## src/rtl/field_order_merger.sv

```systemverilog
// Merges the varint and raw-data byte streams into one output FIFO, emitting whole
// protobuf fields in ascending index order and reporting the per-message byte count.
module field_order_merger #(
  parameter int unsigned IDX_W  = 10,
  parameter int unsigned DATA_W = 8,
  parameter int unsigned CNT_W  = 16
) (
  input  logic              clock_clk,
  input  logic              reset_reset,
  input  logic              clr,
  input  logic              v_valid,
  input  logic [DATA_W-1:0] v_data,
  input  logic [IDX_W-1:0]  v_index,
  input  logic              v_done,
  output logic              v_pop,
  input  logic              r_valid,
  input  logic [DATA_W-1:0] r_data,
  input  logic [IDX_W-1:0]  r_index,
  input  logic              r_done,
  output logic              r_pop,
  input  logic              out_full,
  output logic              out_push,
  output logic [DATA_W-1:0] out_data,
  output logic              msg_complete,
  output logic              done_ack,
  output logic [CNT_W-1:0]  msg_bytes,
  output logic              err_order
);

  localparam logic [CNT_W-1:0] CNT_MAX = '1;

  typedef enum logic [1:0] {IDLE, SELECT, DRAIN, COMPLETE} state_t;
  typedef enum logic {SRC_V = 1'b0, SRC_R = 1'b1} src_t;

  state_t            state, state_n;
  src_t              cur_src, cur_src_n;
  logic [IDX_W-1:0]  cur_idx, cur_idx_n;
  logic [IDX_W-1:0]  last_idx;
  logic              reload;
  logic              elig_v, elig_r;
  logic              s_valid, s_done;
  logic [IDX_W-1:0]  s_index;
  logic              pop;
  logic              order_viol;

  // Lowest head index wins; a lone head may only go once the other side is done.
  assign elig_v = v_valid & (r_valid ? (v_index <= r_index) : r_done);
  assign elig_r = r_valid & (v_valid ? (r_index <  v_index) : v_done);

  assign s_valid = (cur_src == SRC_V) ? v_valid : r_valid;
  assign s_done  = (cur_src == SRC_V) ? v_done  : r_done;
  assign s_index = (cur_src == SRC_V) ? v_index : r_index;

  assign pop      = v_pop | r_pop;
  assign out_push = pop;
  assign out_data = v_pop ? v_data : (r_pop ? r_data : '0);

  // Only heads seen after a byte of the current message has gone out are checked.
  assign order_viol = ((state == SELECT) || (state == DRAIN)) &&
                      (msg_bytes != '0) && !reload &&
                      ((v_valid && (v_index < last_idx)) ||
                       (r_valid && (r_index < last_idx)));

  always_ff @(posedge clock_clk or posedge reset_reset) begin
    if (reset_reset) state <= IDLE;
    else             state <= state_n;
  end

  always_comb begin
    state_n   = state;
    cur_src_n = cur_src;
    cur_idx_n = cur_idx;
    v_pop     = 1'b0;
    r_pop     = 1'b0;
    case (state)
      IDLE: begin
        if (v_valid || r_valid || v_done || r_done) state_n = SELECT;
      end
      SELECT: begin
        if (elig_v) begin
          cur_src_n = SRC_V;
          cur_idx_n = v_index;
          state_n   = DRAIN;
        end else if (elig_r) begin
          cur_src_n = SRC_R;
          cur_idx_n = r_index;
          state_n   = DRAIN;
        end else if (v_done && r_done && !v_valid && !r_valid) begin
          state_n = COMPLETE;
        end
      end
      DRAIN: begin
        if (s_valid) begin
          if (s_index != cur_idx) begin
            state_n = SELECT;
          end else if (!out_full) begin
            v_pop = (cur_src == SRC_V);
            r_pop = (cur_src == SRC_R);
          end
        end else if (s_done) begin
          state_n = SELECT;
        end
      end
      COMPLETE: state_n = IDLE;
      default:  state_n = IDLE;
    endcase
    if (clr) begin
      state_n   = IDLE;
      cur_src_n = cur_src;
      cur_idx_n = cur_idx;
      v_pop     = 1'b0;
      r_pop     = 1'b0;
    end
  end

  // Field selection, byte counter, completion pulses and sticky order error.
  always_ff @(posedge clock_clk or posedge reset_reset) begin
    if (reset_reset) begin
      cur_src      <= SRC_V;
      cur_idx      <= '0;
      last_idx     <= '0;
      reload       <= 1'b0;
      msg_bytes    <= '0;
      err_order    <= 1'b0;
      msg_complete <= 1'b0;
      done_ack     <= 1'b0;
    end else if (clr) begin
      reload       <= 1'b0;
      msg_bytes    <= '0;
      err_order    <= 1'b0;
      msg_complete <= 1'b0;
      done_ack     <= 1'b0;
    end else begin
      cur_src      <= cur_src_n;
      cur_idx      <= cur_idx_n;
      msg_complete <= (state_n == COMPLETE);
      done_ack     <= (state_n == COMPLETE);
      if (order_viol) err_order <= 1'b1;
      if (pop) begin
        last_idx  <= cur_idx;
        reload    <= 1'b0;
        if (reload)                    msg_bytes <= CNT_W'(1);
        else if (msg_bytes != CNT_MAX) msg_bytes <= msg_bytes + CNT_W'(1);
      end else if (state == COMPLETE) begin
        reload <= 1'b1;
      end
    end
  end

endmodule

```

## config.mk

```make
export PLATFORM = sky130hd
export DESIGN_NAME = field_order_merger
export DESIGN_NICKNAME = d
export VERILOG_FILES = /design/src/rtl/field_order_merger.sv
export SDC_FILE = /design/constraint.sdc
export NUM_CORES = 1
export LEC_CHECK = 0
export BUFFER_PORTS_ARGS = -buffer_cell sky130_fd_sc_hd__clkbuf_2
export CORE_AREA = 3 3 103 66
export CTS_CLUSTER_SIZE = 24
export DETAILED_ROUTE_END_ITERATION = 10
export DIE_AREA = 0 0 106 69
export PLACE_DENSITY = 0.83
export SYNTH_ARGS = -nofsm -noshare
export SYNTH_HDL_FRONTEND = slang
export SYNTH_SLANG_ARGS = --single-unit
export TNS_END_PERCENT = 30
```

## constraint.sdc

```tcl
create_clock -name clock_clk -period 3.4 [get_ports clock_clk]
set_input_delay 0.34 -clock clock_clk [delete_from_list [all_inputs] [get_ports clock_clk]]
set_output_delay 0.34 -clock clock_clk [all_outputs]
set_load 0.1 [all_outputs]
```

Word-level counts from Yosys, hierarchy flattened

Cells that the tools add are included.

Flip-flop bits (word level): 42
Bits of input ports: 44
Output and inout port bits: 30
Word-level logic and storage cells: 90

$add $sub $neg: 1
$lt $le $gt $ge: 4
Equal/unequal tests: 6
Mux-type cells: 40
Bitwise operators: 5
Reduce and logical (&&, ||, !) cells: 26

Operator list:

| kind                                                                   | count |
|---|---|
| 16-bit 2-to-1 mux                                                      | 4 |
| 10-bit less-than comparator                                            | 3 |
| 10-bit 2-to-1 mux                                                      | 3 |
| 1-bit 2-to-1 mux                                                       | 22 |
| 16-bit by 1-bit adder with 16-bit output (second input constant)       | 1 |
| 2-bit 2-to-1 mux                                                       | 8 |
| 8-bit 2-to-1 mux                                                       | 2 |
| 16-bit != test (second input constant)                                 | 1 |
| 16-bit nonzero test                                                    | 1 |
| 10-bit less-or-equal comparator                                        | 1 |
| 10-bit != test                                                         | 1 |
| 1-bit logical AND                                                      | 8 |
| 2-bit one-hot mux with 4 select lines                                  | 1 |
| 2-bit equality test (second input constant)                            | 3 |
| 2-bit nonzero test                                                     | 3 |
| 3-bit nonzero test                                                     | 2 |
| 1-bit logical OR                                                       | 5 |
| 2-bit AND reduction                                                    | 2 |
| 1-bit zero test                                                        | 3 |
| 3-bit AND reduction                                                    | 1 |
| 1-bit AND                                                              | 2 |
| 2-bit by 1-bit equality test with 1-bit output (second input constant) | 1 |
| 2-bit zero test                                                        | 1 |
| 1-bit inverter                                                         | 2 |
| 1-bit OR                                                               | 1 |

Depth between registers and ports, before layout

Depth in word-level cells: 10
Depth in mapped cells: 10
Gate-level depth less buffers: 9

Worst setup path after synthesis

OpenSTA, ideal clock, no wires.

Path kind: flip-flop to output port
Start: reg cur_src
End: out out_data[0]
Data arrival time: 4.400 ns
Data required time: 3.060 ns
Path slack: -1.340 ns
Stages on the path, launching flop included: 9
Buffers on the path: 2
Path through: dfrtp_1 -> buf_6 -> buf_6 -> mux2i_1 -> xor2_1 -> nand4_1 -> or3_1 -> nor4_2 -> a22o_1

Elaborated cells on any way between the ends: 16
Classes of those cells: eq/ne (1); mux (14); bitwise (1)

RTL lines:

| item                                                       | RTL line | source |
|---|---|---|
| start, declared                                            | 36       | `src_t cur_src, cur_src_n;` |
| start signal, assigned                                     | 134      | `cur_src <= cur_src_n;` |
| 10-bit 2-to-1 mux / 1-bit inverter (equally long branches) | 52, 97   |  |
| 10-bit != test / 1-bit 2-to-1 mux (equally long branches)  | 94, 96   |  |
| 1-bit 2-to-1 mux                                           | 94       | `if (s_index != cur_idx) begin` |
| 1-bit 2-to-1 mux (*)                                       | 93       | `if (s_valid) begin` |
| 1-bit 2-to-1 mux (*)                                       | 75       | `case (state)` |
| 1-bit 2-to-1 mux (*)                                       | 107      | `if (clr) begin` |
| named net v_pop                                            | 15       | `output logic v_pop,` |
| 8-bit 2-to-1 mux (*)                                       | 56       | `assign out_data = v_pop ? v_data : (r_pop ? r_data : '0);` |
| end, declared                                              | 23       | `output logic [DATA_W-1:0] out_data,` |

The timed path passes the listed nets; every way through them passes the cells marked *.

Worst setup path after layout

Start: reg cur_src
End: out r_pop

Cells in the longest elaborated chain, start to end: 6
Elaborated cells on any way between the ends: 8
Classes of those cells: eq/ne (1); mux (7)

RTL lines:

| item                 | RTL line | source |
|---|---|---|
| 10-bit 2-to-1 mux    | 52       | `assign s_index = (cur_src == SRC_V) ? v_index : r_index;` |
| 10-bit != test       | 94       |  |
| 1-bit 2-to-1 mux     | 94       |  |
| 1-bit 2-to-1 mux (*) | 93       |  |
| 1-bit 2-to-1 mux (*) | 75       |  |
| 1-bit 2-to-1 mux (*) | 107      |  |
| end, declared        | 20       | `output logic r_pop,` |

Mark *: on every way between the ends. The rest lies on a longest branch, timed or not.

==> metrics.cfg <==
[run_status]
status=completed

[placed_design]
io_buffers=73
gp_congestion=0.946
dpl.hpwl_microns=6620

[cts]
cts_buffer_depth=2
postCtsSetupBuffers=0
cts_hold_buffers=0
clock_latency_ps=300
cts_buffers=5
clk_pin_slew_ps=80
htreeDepth=2
cts_sinks=42
cts_tree=yes
cts_resized=1
clockRootBuffer=clkbuf_8

[drt]
ant_nets=0
finalWirelength_microns=8570
firstDrtPassIters=5
drc=0
viasPerCell=5.98
via_count=3050
wire_per_inst_microns=16.8
first_iter_violations=273

[pwr]
p_leak_nw=1.93
ir_drop_v=0.000253
power_mw=1.35
cellPowerDensity_nw_per_um2=347

[timing]
setup_violations=0
drv_slew=0
hold_viol=0
rsz0062_at_grt=false
clock_skew_ps=4.34
fin_tns_setup_ps=0
min_period_ps=3210
slew_headroom=0.458
min_period_over_period=0.945
fmax_mhz=311
worst-slew-pin-transition_ps=813

[cells_and_area]
drive_above_1_share=0.258
syn2layout_area_growth_pct=21.5
final_core_util=0.653
final_common_cell=clkbuf_2
num_antenna_cells=0
layout_common_cells=clkbuf_2, dfrtp_1, o21ai_0, ha_1, inv_1
num-nets-final=503

[synthesis]
synthMuxAreaShare=0.104
async_reset_ff_frac=1.00
ys_seq_elements=42
synthAdderAreaFrac=0.133
netlist_area_sq_um=3200
synth_cell_type_count=49
synthXorXnorAreaFrac=0.0274
synth_simple_gate_area_share=0.158
avgSynthCellArea_sq_um=9.01
syn_inst=355
yosysSeqAreaShare=0.329
yosys_most_used_dff=dfrtp_1
syn-num-nets=433
synth-compound-area-share=0.192
synth_edf_count=0
yosys_warnings=0
synth_top_family_by_area=compound AO/OA/AOI/OAI gates

[min_path]
holdCritPathClass=input pin to async pin

[global_routing]
grt_pass1_wl_microns=13700
first_global_vias=2753
grt_max_degree=43
track_usage=0.229
grt_antenna_before_repair=0
grt_overflow=0

[worst_setup_path]
worstPathArrival_ps=2870
r2r_cells=8
critPathMaxFanout=17
crit_path_start_kind=flip-flop
critPathRequiredTime_ps=3060
critical_path_class=flip-flop to output port
end_kind=output port

[floorplan]
design.die.area_sq_um=7310
core_sq_um=5950
rows=22
io_pins=74
start_util=0.538
die_w_microns=106
die_h_microns=69

[flow_run]
maxCapViolations=0

==> layer usage <==
metal / GRT usage / wire length (microns)
met1: 0.340 / 3990
met3: 0.0496 / 797
met5: 0 / 0
met4: 0.0517 / 88
met2: 0.343 / 3700
==> synth_stat cells, types with 2 or more instances <==
library cell | n | area [sq um]
o41ai_1 | 2 | 17.5
nor3_1 | 3 | 15.0
nor2b_1 | 3 | 18.8
o211ai_1 | 2 | 15.0
or4_1 | 3 | 22.5
nand2b_1 | 5 | 31.3
o21a_1 | 3 | 22.5
o31ai_1 | 10 | 75.1
nand4_1 | 5 | 31.3
a31oi_1 | 4 | 25.0
a211oi_1 | 3 | 22.5
o21ai_0 | 36 | 180
nand3_1 | 9 | 45.0
and3_1 | 3 | 18.8
nor3b_1 | 2 | 15.0
nand2_1 | 26 | 97.6
dfrtp_1 | 42 | 1050
mux2i_1 | 21 | 210
a21o_1 | 3 | 22.5
buf_6 | 2 | 22.5
or3_1 | 2 | 12.5
xor2_1 | 10 | 87.6
mux2_2 | 11 | 124
and2_1 | 2 | 12.5
a22o_1 | 9 | 78.8
o22ai_1 | 2 | 12.5
clkbuf_1 | 7 | 26.3
ha_1 | 34 | 425
inv_1 | 31 | 116
nor4_1 | 4 | 25.0
nor2_1 | 25 | 93.8
nor4_2 | 2 | 25.0
a21oi_1 | 12 | 60.1
or2_2 | 2 | 12.5
==> state kept, by name, indices dropped and copies added (netlist names) <==
signal	cells
done_ack	1
cur_idx	10
state	2
cur_src	1
last_idx	10
err_order	1
reload	1
msg_bytes	16
==> cells by family after synthesis <==
family          after synthesis
simple gates                 99
compound gates               95
buf+inv                      43
flops                        42
fa+ha+maj                    34
mux                          32
xor+xnor                     10
==> power by group <==
part           internal (mW)  switching (mW)
combinational          0.145           0.188
clock                  0.219           0.182
sequential             0.541          0.0722
==> critical path, cell delays in order, from the launching register on <==
cell and delay (ps):
dfrtp_2 610, mux2i_1 280, xor2_1 200, nand4_1 150
or3_4 400, nor4_4 380, clkbuf_2 550
==> through the flow <==
| step | hold WS, ps | area [sq um] | worst slack [ps] | std cells |
|---|---|---|---|---|
| after floorplan | 406 | 3230 | -310 | 355 |
| after global placement | 479 | 3770 | 494 | 502 |
| after detailed placement | 486 | 3770 | 275 | 502 |
| after CTS | 156 | 3880 | 169 | 510 |
| after global routing | 196 | 3880 | 5.33 | 510 |
| final | 142 | 3880 | 187 | 510 |
==> path summary, 6_finish.rpt <==
check | start | end | slack (ps)
max | cur_src | r_pop | 190
min | reset_reset | last_idx[8] | 140
max reg2reg | state[0] | msg_bytes[10] | 370
min reg2reg | last_idx[3] | last_idx[3] | 510
max in group asynchronous | reset_reset | cur_src | 2850
min in group clock_clk | clr | state[0] | 320
==> area by class of cell <==
cell class	instances	area (sq um)
fill	471	2060
inverter	31	116
multi-input combinational	270	2000
clock inverter	2	37.5
tap	84	105
timing repair buffer	75	503
clock buffer	6	72.6
sequential	42	1050
No activity file was read; power rests on OpenSTA's default activity.
